===== config.mk =====
export PLATFORM = sky130hd
export DESIGN_NAME = nibbler_core_p_flat
export DESIGN_NICKNAME = d
export VERILOG_FILES = /design/src/rtl/nibbler_core_p_if.sv /design/src/rtl/nibbler_core_p.sv /design/src/flat_wrapper.sv
export SDC_FILE = /design/constraint.sdc
export NUM_CORES = 1
export LEC_CHECK = 0
export ABC_AREA = 1
export CAP_MARGIN = 20
export CORE_ASPECT_RATIO = 1.25
export CORE_MARGIN = 4
export CORE_UTILIZATION = 50
export DETAILED_ROUTE_END_ITERATION = 7
export PLACE_DENSITY = 0.83
export SLEW_MARGIN = 40
export SYNTH_ARGS = -nofsm -noshare
export SYNTH_HDL_FRONTEND = slang
export SYNTH_SLANG_ARGS = --single-unit

===== constraint.sdc =====
create_clock -name clock -period 3.1 [get_ports clock]
set_input_delay 0.62 -clock clock [delete_from_list [all_inputs] [get_ports clock]]
set_output_delay 0.62 -clock clock [all_outputs]
set_load 0.005 [all_outputs]

===== src/rtl/nibbler_core_p_if.sv =====
// Program-ROM and data-RAM bus of the nibbler core.
// The core drives the master side; memories (or a bench) sit on the slave side.
// DATA_W here must match the DATA_W of the core it connects to.
interface nibbler_core_p_if #(
  parameter int DATA_W = 4
);
  localparam int PROG_W = 4 + DATA_W;
  localparam int ADDR_W = DATA_W + PROG_W;

  logic [ADDR_W-1:0] prog_addr;
  logic [PROG_W-1:0] prog_data;
  logic              prog_ready;
  logic [ADDR_W-1:0] data_addr;
  logic [DATA_W-1:0] data_wdata;
  logic [DATA_W-1:0] data_rdata;
  logic              data_we;

  modport master (
    output prog_addr,
    input  prog_data,
    input  prog_ready,
    output data_addr,
    output data_wdata,
    input  data_rdata,
    output data_we
  );

  modport slave (
    input  prog_addr,
    output prog_data,
    output prog_ready,
    input  data_addr,
    input  data_wdata,
    output data_rdata,
    input  data_we
  );
endinterface


===== src/rtl/nibbler_core_p.sv =====
// Parametrised nibbler accumulator core: FETCH / FETCH2 / EXEC sequencing with
// wait states on program memory, one-cycle execute, asynchronous active-low reset.
module nibbler_core_p #(
  parameter  int DATA_W = 4,
  localparam int PROG_W = 4 + DATA_W,
  localparam int ADDR_W = DATA_W + PROG_W
) (
  input  logic              clock,
  input  logic              reset,
  nibbler_core_p_if.master  bus,
  input  logic [DATA_W-1:0] in_port,
  output logic [DATA_W-1:0] out_port,
  output logic [DATA_W-1:0] accu,
  output logic              c_flag,
  output logic              z_flag,
  output logic [ADDR_W-1:0] pc,
  output logic [1:0]        phase
);

  typedef enum logic [1:0] {
    FETCH  = 2'd0,
    FETCH2 = 2'd1,
    EXEC   = 2'd2
  } phase_t;

  localparam logic [3:0] OP_JC   = 4'h0, OP_JNC  = 4'h1, OP_CMPI = 4'h2, OP_CMPM = 4'h3;
  localparam logic [3:0] OP_LIT  = 4'h4, OP_IN   = 4'h5, OP_LD   = 4'h6, OP_ST   = 4'h7;
  localparam logic [3:0] OP_JZ   = 4'h8, OP_JNZ  = 4'h9, OP_ADDI = 4'hA, OP_ADDM = 4'hB;
  localparam logic [3:0] OP_JMP  = 4'hC, OP_OUT  = 4'hD, OP_NORI = 4'hE, OP_NORM = 4'hF;

  // Two-word opcodes carry a full address; every one of them that reads data
  // takes its operand from RAM, so this also selects the RAM operand path.
  function automatic logic is_two_word(input logic [3:0] op);
    case (op)
      OP_JC, OP_JNC, OP_CMPM, OP_LD, OP_ST, OP_JZ,
      OP_JNZ, OP_ADDM, OP_JMP, OP_NORM: is_two_word = 1'b1;
      default:                          is_two_word = 1'b0;
    endcase
  endfunction

  phase_t            phase_reg, phase_next;
  logic [3:0]        opcode_reg;
  logic [DATA_W-1:0] operand_reg;
  logic [PROG_W-1:0] word2_reg;
  logic [ADDR_W-1:0] pc_reg, pc_next;
  logic [DATA_W-1:0] accu_reg, accu_next;
  logic [DATA_W-1:0] out_reg, out_next;
  logic              c_reg, c_next, z_reg, z_next;

  logic              two_word;
  logic [ADDR_W-1:0] target;
  logic [DATA_W-1:0] x_val;
  logic [DATA_W:0]   sum_w;
  logic [DATA_W-1:0] nor_w;

  assign two_word = is_two_word(opcode_reg);
  assign target   = {operand_reg, word2_reg};
  assign x_val    = two_word ? bus.data_rdata : operand_reg;
  assign sum_w    = {1'b0, accu_reg} + {1'b0, x_val};
  assign nor_w    = ~(accu_reg | x_val);

  // Phase register.
  always_ff @(posedge clock or negedge reset) begin
    if (!reset) phase_reg <= FETCH;
    else        phase_reg <= phase_next;
  end

  // Next phase: fetch phases stall until prog_ready, EXEC is always one cycle.
  always_comb begin
    phase_next = phase_reg;
    case (phase_reg)
      FETCH: begin
        if (bus.prog_ready)
          phase_next = is_two_word(bus.prog_data[PROG_W-1:DATA_W]) ? FETCH2 : EXEC;
      end
      FETCH2:  if (bus.prog_ready) phase_next = EXEC;
      EXEC:    phase_next = FETCH;
      default: phase_next = FETCH;
    endcase
  end

  // Bus outputs decoded from phase; data_we follows the async-reset phase so it drops with reset.
  always_comb begin
    bus.prog_addr  = (phase_reg == FETCH2) ? pc_reg + ADDR_W'(1) : pc_reg;
    bus.data_addr  = target;
    bus.data_wdata = accu_reg;
    bus.data_we    = (phase_reg == EXEC) && (opcode_reg == OP_ST);
  end

  // Instruction register: opcode/operand from the first word, low address bits from the second.
  always_ff @(posedge clock or negedge reset) begin
    if (!reset) begin
      opcode_reg  <= '0;
      operand_reg <= '0;
      word2_reg   <= '0;
    end else if (bus.prog_ready) begin
      if (phase_reg == FETCH) begin
        opcode_reg  <= bus.prog_data[PROG_W-1:DATA_W];
        operand_reg <= bus.prog_data[DATA_W-1:0];
      end else if (phase_reg == FETCH2) begin
        word2_reg   <= bus.prog_data;
      end
    end
  end

  // Execute: architectural next state; jumps sample the flags as they stand now.
  always_comb begin
    accu_next = accu_reg;
    out_next  = out_reg;
    c_next    = c_reg;
    z_next    = z_reg;
    pc_next   = pc_reg + {{(ADDR_W-2){1'b0}}, two_word, ~two_word};
    case (opcode_reg)
      OP_JC:           if (c_reg)  pc_next = target;
      OP_JNC:          if (!c_reg) pc_next = target;
      OP_JZ:           if (z_reg)  pc_next = target;
      OP_JNZ:          if (!z_reg) pc_next = target;
      OP_JMP:          pc_next = target;
      OP_CMPI, OP_CMPM: begin
        c_next = (accu_reg >= x_val);
        z_next = (accu_reg == x_val);
      end
      OP_LIT: begin
        accu_next = operand_reg;
        z_next    = (operand_reg == '0);
      end
      OP_IN: begin
        accu_next = in_port;
        z_next    = (in_port == '0);
      end
      OP_LD: begin
        accu_next = bus.data_rdata;
        z_next    = (bus.data_rdata == '0);
      end
      OP_ADDI, OP_ADDM: begin
        {c_next, accu_next} = sum_w;
        z_next = (sum_w[DATA_W-1:0] == '0);
      end
      OP_OUT:          out_next = accu_reg;
      OP_NORI, OP_NORM: begin
        accu_next = nor_w;
        z_next    = (nor_w == '0);
      end
      default: ;
    endcase
  end

  // Architectural registers commit on the edge that ends EXEC.
  always_ff @(posedge clock or negedge reset) begin
    if (!reset) begin
      pc_reg   <= '0;
      accu_reg <= '0;
      out_reg  <= '0;
      c_reg    <= 1'b0;
      z_reg    <= 1'b0;
    end else if (phase_reg == EXEC) begin
      pc_reg   <= pc_next;
      accu_reg <= accu_next;
      out_reg  <= out_next;
      c_reg    <= c_next;
      z_reg    <= z_next;
    end
  end

  assign pc       = pc_reg;
  assign accu     = accu_reg;
  assign out_port = out_reg;
  assign c_flag   = c_reg;
  assign z_flag   = z_reg;
  assign phase    = phase_reg;

endmodule


===== src/flat_wrapper.sv =====
// flat-port wrapper written by rule: the top's interface ports become plain ports
module nibbler_core_p_flat 
#(
  parameter  int DATA_W = 4,
  localparam int PROG_W = 4 + DATA_W,
  localparam int ADDR_W = DATA_W + PROG_W
)
  (clock, reset, in_port, out_port, accu, c_flag, z_flag, pc, phase, bus_prog_addr, bus_prog_data, bus_prog_ready, bus_data_addr, bus_data_wdata, bus_data_rdata, bus_data_we);
  nibbler_core_p_if #(.DATA_W(DATA_W)) bus_i ();
  input  logic clock;
  input  logic reset;
  input  logic [DATA_W-1:0] in_port;
  output logic [DATA_W-1:0] out_port;
  output logic [DATA_W-1:0] accu;
  output logic c_flag;
  output logic z_flag;
  output logic [ADDR_W-1:0] pc;
  output logic [1:0] phase;
  output wire logic [$bits(bus_i.prog_addr)-1:0] bus_prog_addr;
  input wire logic [$bits(bus_i.prog_data)-1:0] bus_prog_data;
  input wire logic [$bits(bus_i.prog_ready)-1:0] bus_prog_ready;
  output wire logic [$bits(bus_i.data_addr)-1:0] bus_data_addr;
  output wire logic [$bits(bus_i.data_wdata)-1:0] bus_data_wdata;
  input wire logic [$bits(bus_i.data_rdata)-1:0] bus_data_rdata;
  output wire logic [$bits(bus_i.data_we)-1:0] bus_data_we;
  assign bus_prog_addr = bus_i.prog_addr;
  assign bus_i.prog_data = bus_prog_data;
  assign bus_i.prog_ready = bus_prog_ready;
  assign bus_data_addr = bus_i.data_addr;
  assign bus_data_wdata = bus_i.data_wdata;
  assign bus_i.data_rdata = bus_data_rdata;
  assign bus_data_we = bus_i.data_we;
  nibbler_core_p #(.DATA_W(DATA_W)) u_core (.clock(clock), .reset(reset), .bus(bus_i), .in_port(in_port), .out_port(out_port), .accu(accu), .c_flag(c_flag), .z_flag(z_flag), .pc(pc), .phase(phase));
endmodule

Yosys cells after proc, flatten, opt, wreduce, memory -nomap -nowiden
Memories as Yosys holds them, arrays and structs flattened.
Index checks and enable logic that the tools add are counted.

word-level totals
  input port bits = 19
  memories = 2
  ROM bits = 32
  register bits after elaboration = 40
  output and inout bits = 53
  word-level logic and storage cells = 76

operators by class
  reduce and logical (&&, ||, !) cells = 21
  bitwise gates (word level) = 4
  add/sub/neg operators = 3
  eq/ne operators = 20
  magnitude comparators = 1
  mux-type cells = 16

memories
  name              depth  bits a word  read ports  clocked after memory_dff  write ports  RTL line              RTL
  (name not given)  16     1            1           0                         0            nibbler_core_p.sv:34  case (op)
  (name not given)  16     1            1           0                         0            nibbler_core_p.sv:34

operator list
  cell                                                                   number
  12-bit two-way mux                                                     5
  12-bit case mux with 5 select lines                                    1
  4-bit equality test, second input constant                             8
  4-bit zero test                                                        6
  4-bit case mux with 5 select lines                                     1
  4-bit by 3-bit equality test with 1-bit output, second input constant  4
  12-bit by 1-bit adder with 12-bit output, second input constant        1
  12-bit by 2-bit adder with 12-bit output                               1
  2-bit AND reduction                                                    6
  4-bit by 2-bit equality test with 1-bit output, second input constant  2
  2-bit two-way mux                                                      3
  1-bit case mux with 6 select lines                                     1
  6-bit nonzero test                                                     1
  2-bit OR reduction                                                     3
  4-bit by 4-bit adder with 5-bit output                                 1
  5-bit nonzero test                                                     1
  4-bit by 1-bit equality test with 1-bit output, second input constant  1
  4-bit equality test                                                    1
  4-bit >= comparator                                                    1
  4-bit two-way mux                                                      1
  2-bit != test, second input constant                                   2
  4-bit inverter                                                         1
  4-bit bitwise OR                                                       1
  2-bit case mux with 2 select lines                                     1
  9 further kinds                                                        11

Logic depth before layout (Yosys ltp)
Gate-level depths: netlist (run 1).
An unclocked memory read counts as a cell.

  word-level depth = 6
  mapped depth = 16
  mapped depth without buffers = 16

Worst setup path after synthesis (run 1)
Ideal clock, no wire load.

  kind = register to register
  start = register u_core.opcode_reg[1]
  end = register u_core.z_reg (netlist: u_core.z_flag)
  arrival = 2.582 ns
  setup time = 0.065 ns
  stages on the path, launching flop included = 15
  buffers on the path = 0
  slack = 0.453 ns
  required time = 3.035 ns
  period minus slack after synthesis = 2.647 ns
  cell sequence = dfrtp_1 > inv_1 > ha_1 > nand2_1 > nand3_1 > o21ai_0 > ha_1 > fa_1 > inv_1 > nand2_1 > nor3_1 > nand3_1 > nand3_1 > nand2_1 > nand2_1

on the way
  longest elaborated chain between the ends = 6
  elaborated cells between the ends (all ways) = 23
  those cells by class = 1 x add/sub; 10 x eq/ne; 2 x mux; 2 x bitwise; 7 x reduce/logical; 1 x memory

ends and longest elaborated chain
  element                                                                                         RTL line               RTL
  start: declaration                                                                              nibbler_core_p.sv:42   logic [3:0] opcode_reg;
  start signal: assignment                                                                        nibbler_core_p.sv:98   opcode_reg <= bus.prog_data[PROG_W-1:DATA_W];
  parallel branches: the longest is 6 deep, another holds 4-bit by 4-bit adder with 5-bit output  -
  end signal: assignment                                                                          nibbler_core_p.sv:161  z_reg <= z_next;
  end: declaration                                                                                nibbler_core_p.sv:48   logic c_reg, c_next, z_reg, z_next;

Parallel ways; which one is timed is not known.
A chain may end at the register's enable or synchronous reset.

Final worst setup path (run 1)
  start = register u_core.phase_reg[1] (netlist: u_core.phase[1])
  end = output port bus_prog_addr[9]

on the way
  longest elaborated chain between the ends = 2

ends and longest elaborated chain
  element                                         RTL line              RTL
  start: declaration                              nibbler_core_p.sv:41  phase_t phase_reg, phase_next;
  start signal: assignment                        nibbler_core_p.sv:65  else phase_reg <= phase_next;
  2-bit by 1-bit equality test with 1-bit output  nibbler_core_p.sv:84  bus.prog_addr = (phase_reg == FETCH2) ? pc_reg + ADDR_W'(1) : pc_reg;
  12-bit two-way mux                              nibbler_core_p.sv:84
  end: declaration                                flat_wrapper.sv:19    output wire logic [$bits(bus_i.prog_addr)-1:0] bus_prog_addr;

Every way passes these cells.

==> impl_results.md, run 1 <==
* Skew final at 6.92 ps
* CP max stage delay at 510 ps
* #FFs+latches synth at 40
* Reg2reg start: u_core.opcode_reg[1]
* Leak at 0.00201 uW
* Final WS setup at 252 ps
* Maximum clock rate at about 350 MHz
* Yosys warns at 0
* Row count at 31
* Period utilization at 91.9%
* RSZ-0062 raised after global routing: no
* Global-route wire length before repair at 14.5 mm
* Worst EP required at 2480 ps
* Max layer used: met4
* FF-to-FF End: u_core.pc[10]
* Max Cap Viol at 0
* Ratio of cells with drive above 1 in the final layout at roughly 6.3%
* Distinct cells, synth at 27
* Overall Global Routing Usage at 24.1%
* Initial Util at 52.7%
* Rel. slew slack at ~64%
* Die area at 7590 sq um
* Buffers on Ports at 71
* Clk_lat worst skew at approximately 300 ps
* Ranking of synthesized cells by area: dfrtp_1, nand2_1, ha_1
* Post-Synthesis Cell Area at 3130 sq um
* CTS tree: yes
* Minimum clock period at 2850 ps
* Reg2Reg Depth at 15
* PwrDens at 931 nW/um^2
* Slew Viols, Final at 0
* M1 wire length at approximately 3.8 mm
* Syn Area/Cell at between 6 and 7 sq um
* Final #Nets at 581
* Leading cell types in the layout, fill and taps excluded: nand2_1, clkdlybuf4s50_1, inv_1
* Post-route ant nets at 0
* Avg WL per Cell at 14.2 microns
* Vias in the first global route at 3055
* Routability Congestion at around 0.94
* CTS Buffer Depth at 2
* Most common cell after layout, fill and taps aside: nand2_1
* Crit path cell chain: inv_1, nand2_1, inv_1, nand4_1, inv_1, nand2_1, nor2_1, xor2_1, clkdlybuf4s50_1
* Top cell type's share of synthesized area at 32.0%
* R2R setup slack at 350 ps
* H-tree Lvls at 2
* Clk sink count at 40
* Area growth syn-to-layout at 29.4%
* Vias per cell at 5.20
* Critical-path top delay cell: clkdlybuf4s50_1
* Peak supply drop at ~450 uV
* Met3 Wirelength at between 400 and 500 microns
* Residual DRC at 0
* Worst hold path class: input port to async pin
* Worst EP arrival at about 2200 ps
* Crit start category: register
* DIE HEIGHT at roughly 96 microns
* WHS at 279 ps
* Total wire length at 8.82 mm
* Crit-path max FO at 4
* Hold Violations, Final at 0
* Clock Tree Root: clkbuf_8
* Most common cell on crit path: inv_1
* Dpl ws at 221 ps
* Outcome: finished clean
* Kind of cell adding the most delay to the critical path: buffers and inverters
* Syn Inst Count at about 460
* Via Count at between 3000 and 4000
* Worst path bufs/invs at 4
* Met2 Wirelength at around 4.5 mm
* Initial antenna violation count at 0
* TNS Setup at 0 ps
* Critical path depth at 9
* Crit Path Class: register to output port
* Initial DRT Pass Iterations at 5
* Die Wd at between 70 and 80 microns
* Initial DRC Count at 245
* HPWL Detailed at roughly 7 mm
* CTS clk-pin slew, worst paths at 90 ps
* Largest net degree at the start of global routing at 41
* Measured slew at the worst slew-check pin at 542 ps
* # IOs at 72
* Worst setup EP type: output port
* Area leader, netlist: dfrtp_1
* Sequential-to-total area share from yosys stat at 32.0%
* # fillers at 535
* Syn Nets at 507
* Largest register FFs at 12
* Final setup vio count at 0
* Ant. Diodes at 0
* Grt ovf at 0
* Core area at 5930 sq um
* Total CTS buffers at 5
-- report_power, final --
| group | switching [uW] | internal (uW) |
|---|---|---|
| clock network | 215 | 243 |
| registers | 310 | 737 |
| logic | 1180 | 1080 |
| total | 1700 | 2060 |
-- synth_stat cells (all sizes together) --
master / instances
nand2: 133
inv: 64
nor2: 61
o21ai: 47
dfrtp: 40
nand3: 39
ha: 22
a21oi: 16
xor2: 14
nor3: 6
clkbuf: 5
buf: 4
nand4: 4
fa: 2
nand3b: 2
o22ai: 2
and3: 1
nor3b: 1
xnor2: 1
-- worst max path at each step --
stage | from | endpoint | slack, ps
floorplan | u_core.opcode_reg[1] | u_core.z_flag | 450
CTS | u_core.opcode_reg[1] | u_core.pc[10] | 180
detailed placement | u_core.opcode_reg[1] | u_core.pc[10] | 220
global placement | u_core.opcode_reg[1] | u_core.pc[10] | 320
finish | u_core.phase[1] | bus_prog_addr[9] | 250
global route | u_core.phase[1] | bus_prog_addr[9] | 30
-- layout make-up --
class	count	area [sq um]	share of cell area, %
Timing Repair Buffer	76	746	18.4
Tap cell	82	103	2.54
Sequential cell	40	1000	24.7
Multi-Input combinational cell	351	1840	45.5
Inverter	64	240	5.94
Clock buffer	5	68.8	1.70
Clock inverter	3	46.3	1.14
-- cell families (layout without fill, tap and decap cells) --
kind of cell    after synthesis  in the layout  synth area share (%)
simple gates                247            247                  33.8
buf+inv                      73            148                  9.25
compound gates               65             65                  10.6
flops                        40             40                  32.0
fa+ha+maj                    24             24                  10.1
xor+xnor                     15             15                  4.20
-- routing by layer --
| layer | vias to the layer above | GRT usage, % |
|---|---|---|
| li1 | 1619 | - |
| met1 | 1501 | 31.6 |
| met2 | 97 | 42.4 |
| met3 | 10 | 3.15 |
| met4 | 0 | 5.54 |
| met5 | - | 0 |
-- per-stage QoR --
step,utilization (%),instances,power [uW],area [sq um]
2_1_floorplan,-,464,2270,3130
3_3_place_gp,65.8,611,3230,3910
3_5_place_dp,65.9,611,3290,3910
4_1_cts,67.8,619,3760,4030
5_1_grt,68.2,621,4100,4050
6_report,68.2,621,3770,4050
-- worst reg2reg max path, cell delays in order, from the launching register on --
cell	delay, ps
dfrtp_1	420
inv_1	110
ha_1	280
nand2_1	60
nand3_2	200
ha_1	220
inv_1	50
fa_1	380
inv_1	80
nand3_1	150
nor2_1	210
nand3_1	120
nand3_1	110
o21ai_0	80
nor2_1	100
nor2_1	40
-- timing repair --
item | 4_1_cts | 5_1_grt
setup endpoints to repair | 0 | 6
setup buffers | 0 | 2
hold buffers | 0 | 0
resized for setup | 0 | 1
No activity file was read; power rests on OpenSTA's default activity.
==> inputs of run 2 (changes only) <==
--- a/config.mk
+++ b/config.mk
@@ -9,9 +9,9 @@
 export CAP_MARGIN = 20
 export CORE_ASPECT_RATIO = 1.25
 export CORE_MARGIN = 4
-export CORE_UTILIZATION = 50
+export CORE_UTILIZATION = 40
 export DETAILED_ROUTE_END_ITERATION = 7
-export PLACE_DENSITY = 0.83
+export PLACE_DENSITY_LB_ADDON = 0.15
 export SLEW_MARGIN = 40
 export SYNTH_ARGS = -nofsm -noshare
 export SYNTH_HDL_FRONTEND = slang
==> run 2 against run 1 <==
Effect of this change:
- die area up 23%
- clock-buffer cell count unchanged
- final area up 0.19%
- hold slack better by 17 ps
- non-clock buffer count unchanged
- global-route usage down 5.1 points
- cell count up 1.6%
- sequential share of layout area about the same
- critical path type unchanged
==> impl_results.md, run 2 (same netlist as run 1, synthesis figures left out) <==
* Core area at about 7500 sq um
* Grt peak-use layer: met2
* PostCTS Resize Cnt at 0
* Vias in the first global route at 3095
* R2R setup slack at around 320 ps
* Slew Viols, Final at 0
* Crit start category: register
* RSZ-0062 raised after global routing: no
* M1 GR Usage at 24.9%
* Minimum clock period at 2880 ps
* Crit path cell chain: inv_1, nand2_1, inv_1, nand4_1, inv_1, nand2_1, nor2_1, xor2_1, clkdlybuf4s50_1
* Period utilization at 92.9%
* WHS at ~300 ps
* Cell Area, Placed at 3940 sq um
* Clock Tree Root: clkbuf_8
* Initial Util at between 40% and 50%
* H-tree Lvls at 2
* Die area at approximately 9300 sq um
* Ratio of cells with drive above 1 in the final layout at 6.12%
* Measured slew at the worst slew-check pin at 531 ps
* Row count at 35
* Cell internal pwr at 2070 uW
* Area growth syn-to-layout at 29.7%
* Total wire length at between 8 and 9 mm
* # fillers at 747
* Met3 Usage GRT at 2.84%
* CTS clk-pin slew, worst paths at ~100 ps
* CP max stage delay at around 500 ps
* Final setup vio count at 0
* P_sw at 1670 uW
* Layout Utilization at 54.1%
* Overall Global Routing Usage at between 10% and 20%
* Maximum clock rate at 347 MHz
* Final #Nets at 581
* HPWL Detailed at 6.71 mm
* # IOs at 72
* Total CTS buffers at 5
* Met2 usage at 32.1%
* Sequential share of power at 27.8%
* DIE HEIGHT at ~110 microns
* Critical-path top delay cell: clkdlybuf4s50_1
* Worst EP arrival at 2260 ps
* Largest net degree at the start of global routing at 41
* Most common cell after layout, fill and taps aside: nand2_1
* Leading cell types in the layout, fill and taps excluded: nand2_1, clkdlybuf4s50_1, inv_1
* FF-to-FF End: u_core.pc[10]
* Clk sink count at 40
* Setup Buffers After CTS at 0
* Clk_lat worst skew at 300 ps
* CTS tree: yes
* Reg2Reg Depth at 16
* Crit-path max FO at 4
* Initial DRT Pass Iterations at 4
* Worst EP required at 2480 ps
* Largest register FFs at 12
* Buffers on Ports at 71
* Peak supply drop at 356 uV
* CTS Buffer Depth at 2
* Most common cell on crit path: inv_1
* Max Cap Viol at 0
* # hold bufs at CTS at 0
* Grt ovf at 0
* Hold Violations, Final at 0
* Rel. slew slack at approximately 65%
* Initial antenna violation count at 0
* Skew final at about 11 ps
* Clock Power Share at 12.2%
* Net Sw Frac at 44.7%
* Multi-input gate area in the final layout at around 1800 sq um
* Worst setup EP type: output port
* Via Count at 3138
* Residual DRC at 0
* TNS Setup at 0 ps
* Ant. Diodes at 0
* Reg2reg start: u_core.opcode_reg[1]
* Leak at 0.00201 uW
* Total Power at between 3000 and 4000 uW
* Post-route ant nets at 0
* Worst hold path class: input port to async pin
* Initial DRC Count at 136
* PwrDens at 922 nW/um^2
* Design area at roughly 4100 sq um
* Routability Congestion at 0.901
* Outcome: finished clean
* Global-route wire length before repair at 14.3 mm
* Avg WL per Cell at roughly 14 microns
* Crit Path Class: register to output port
* CP startpoint: u_core.phase[1]
* Comb power frac at 59.9%
* Die Wd at 87.1 microns
* Vias per cell at between 4 and 5
* FF+latch area at about 1000 sq um
## run 2: cell count changes in the layout (fill, tap and decap cells not counted)
| cell | change |
|---|---|
| nand3_2 | -1 |
| nand3_1 | +1 |
## run 2: metal layers
| layer | vias up | wire length [microns] |
|---|---|---|
| met1 | 1436 | 3880 |
| met5 | - | 0 |
| met3 | 12 | 428 |
| met2 | 80 | 4130 |
| li1 | 1610 | - |
| met4 | 0 | 125 |
## run 2: worst max-delay path by stage
stage,slack (ps),cells past startpoint,to
6_report,220,9,bus_prog_addr[9]
5_1_grt,10,9,bus_prog_addr[9]
4_1_cts,190,9,bus_prog_addr[9]
3_5_place_dp,370,16,u_core.pc[10]
3_3_place_gp,430,16,u_core.pc[10]
2_1_floorplan,450,14,u_core.z_flag
## run 2: metrics by stage
step | instances | setup slack [ps]
2_1_floorplan | 464 | 453
3_3_place_gp | 623 | 426
3_5_place_dp | 623 | 368
4_1_cts | 631 | 191
5_1_grt | 631 | 13.0
6_report | 631 | 221
## run 2: worst max-delay path: cells and delay by family, from the launching register on
| kind | cells | cell delay, ps |
|---|---|---|
| xor+xnor | 1 | 150 |
| simple gates | 4 | 550 |
| flops | 1 | 410 |
| buf+inv | 4 | 860 |
## run 2: area by class of cell
type	instances	area share [%]
sequential	40	24.7
multi-input combinational	351	45.3
timing repair buffer	76	18.4
inverter	64	5.93
tap	92	2.84
clock buffer	5	1.70
clock inverter	3	1.14
## run 2: power groups by stage
stage                     Combinational, uW  Clock, uW  Sequential [uW]
after floorplan                        1270          0              995
after global placement                 2210          0             1040
after detailed placement               2240          0             1050
after CTS                              2250        469             1040
after global routing                   2530        486             1090
final                                  2240        458             1040
==> inputs of run 3 (changes only) <==
==> constraint.sdc (replaced) <==
create_clock -name clock -period 2.4 [get_ports clock]
set_input_delay 0.48 -clock clock [delete_from_list [all_inputs] [get_ports clock]]
set_output_delay 0.48 -clock clock [all_outputs]
set_load 0.005 [all_outputs]
==> run 3 against run 2 <==
Effect of this change:
- critical path depth up 5
- core utilization up 5.9 points
- flip-flop and latch count unchanged
- via count up 6.6%
- combinational power up 54%
- sequential share of layout area down 2.4 points
- first-iteration DRC count up 7.4%
- die area unchanged
- register-to-register slack worse by 280 ps
- final area up 11%
- largest power group unchanged
==> impl_results.md, run 3 (same netlist as run 1, synthesis figures left out) <==
* Outcome: finished clean
* # IOs at 72
* Reg2Reg Depth at 14
* Period utilization at between 90% and 100%
* FF-to-FF End: u_core.z_flag
* Worst EP required at 2650 ps
* Hold Violations, Final at 0
* Leading cell types in the layout, fill and taps excluded: nand2_1, clkdlybuf4s50_1, nor2_1
* Vias in the first global route at 3218
* WHS at around 230 ps
* Vias per cell at 5.00
* H-tree Lvls at 2
* Rel. slew slack at 64.0%
* # hold bufs at CTS at 0
* Crit path cell chain: buf_4, ha_2, nand2_4, nand3_4, nand2_4, o21ai_4, ha_4, fa_2, xor2_2, nor3_2, nand3_1, nand3_1, nand2_1, nand2_1
* Total Power at approximately 5400 uW
* PwrDens at 1190 nW/um^2
* Grt ovf at 0
* Initial Util at 41.7%
* CTS Buffer Depth at 2
* HPWL Detailed at 7.33 mm
* Overall Global Routing Usage at 20.6%
* Most common cell after layout, fill and taps aside: nand2_1
* TNS Setup at 0 ps
* Initial antenna violation count at 0
* Reg2reg start: u_core.opcode_reg[1]
* Clk sink count at 40
* Largest net degree at the start of global routing at between 40 and 50
* Worst setup EP type: register
* Critical-path top delay cell: dfrtp_1
* Slew Viols, Final at 0
* Peak supply drop at around 570 uV
* Initial DRT Pass Iterations at 4
* Via Count at 3345
* Kind of cell adding the most delay to the critical path: simple AND/OR/NAND/NOR gates
* Max Cap Viol at 0
* RSZ-0062 raised after global routing: yes
* Total CTS buffers at 5
* Die Wd at about 87 microns
* CP max stage delay at around 400 ps
* FF+latch area at approximately 1000 sq um
* Largest register FFs at 12
* Ratio of cells with drive above 1 in the final layout at 19.2%
* Final setup vio count at 0
* Dpl ws at -195 ps
* Measured slew at the worst slew-check pin at between 500 and 600 ps
* Final #Nets at 619
* Routability Congestion at 0.868
* CTS clk-pin slew, worst paths at 90 ps
* Crit-path max FO at 5
* Post-route ant nets at 0
* Clk_lat worst skew at 300 ps
* Crit start category: register
* Worst hold path class: input port to async pin
* # fillers at 725
* Initial DRC Count at 146
* Maximum clock rate at 424 MHz
* Skew final at between 3 and 4 ps
* Multi-input gate area in the final layout at 2010 sq um
* Worst path bufs/invs at 1
* Ant. Diodes at 0
* Buffers on Ports at between 70 and 80
* Leak at between 0.002 and 0.0025 uW
* Die area at roughly 9300 sq um
* DIE HEIGHT at 107 microns
* Core area at 7490 sq um
* Worst EP arrival at 2610 ps
* R2R setup slack at 40 ps
* Final WS setup at 43.0 ps
* Minimum clock period at 2360 ps
* Global-route wire length before repair at 15.3 mm
* Total wire length at 9.36 mm
* Clock Tree Root: clkbuf_8
* Row count at 35
* CTS tree: yes
* Layout Utilization at 60.1%
* Area growth syn-to-layout at 43.9%
* Avg WL per Cell at between 10 and 15 microns
* Residual DRC at 0
* Crit Path Class: register to register
## run 3: how the worst max path moves through the flow
stage / from / endpoint / cells after the start
CTS: u_core.opcode_reg[0] / u_core.z_flag / 14
global placement: bus_data_rdata[0] / u_core.z_flag / 12
floorplan: u_core.opcode_reg[1] / u_core.z_flag / 14
detailed placement: bus_data_rdata[0] / u_core.z_flag / 12
finish: u_core.opcode_reg[1] / u_core.z_flag / 14
global route: u_core.opcode_reg[1] / u_core.z_flag / 14
## run 3: cell type report
class	instances	share of cell area [%]
multi-input cells	352	44.7
repair buffers	113	22.5
flip-flops and latches	40	22.3
inverters	64	5.34
well taps	92	2.56
clock buffers	5	1.53
clock inverters	3	1.03
## run 3: where the power goes
part	switching (uW)	internal (uW)
Clock	279	314
Sequential	347	955
Combinational	1770	1690
## run 3: per-stage QoR
| stage | cells | area (sq um) |
|---|---|---|
| floorplan | 464 | 3140 |
| global placement | 652 | 4170 |
| detailed placement | 652 | 4170 |
| CTS | 665 | 4380 |
| global route | 669 | 4500 |
| finish | 669 | 4500 |
## run 3: routing by layer
layer  up-vias  GRT usage, %  part of all wire (%)
li1       1704             -                     -
met1      1542          27.3                    43
met2        84          34.7                    50
met3        15          2.46                   4.4
met4         0          6.57                   1.9
met5         -             0                     0
## run 3: what timing repair did
| item | CTS | global route |
|---|---|---|
| pin swaps | 1 | 12 |
| resized for setup | 28 | 36 |
| buffers inserted | 4 | 4 |
| endpoints found under the setup margin | 16 | 17 |
| cloned | 1 | 0 |
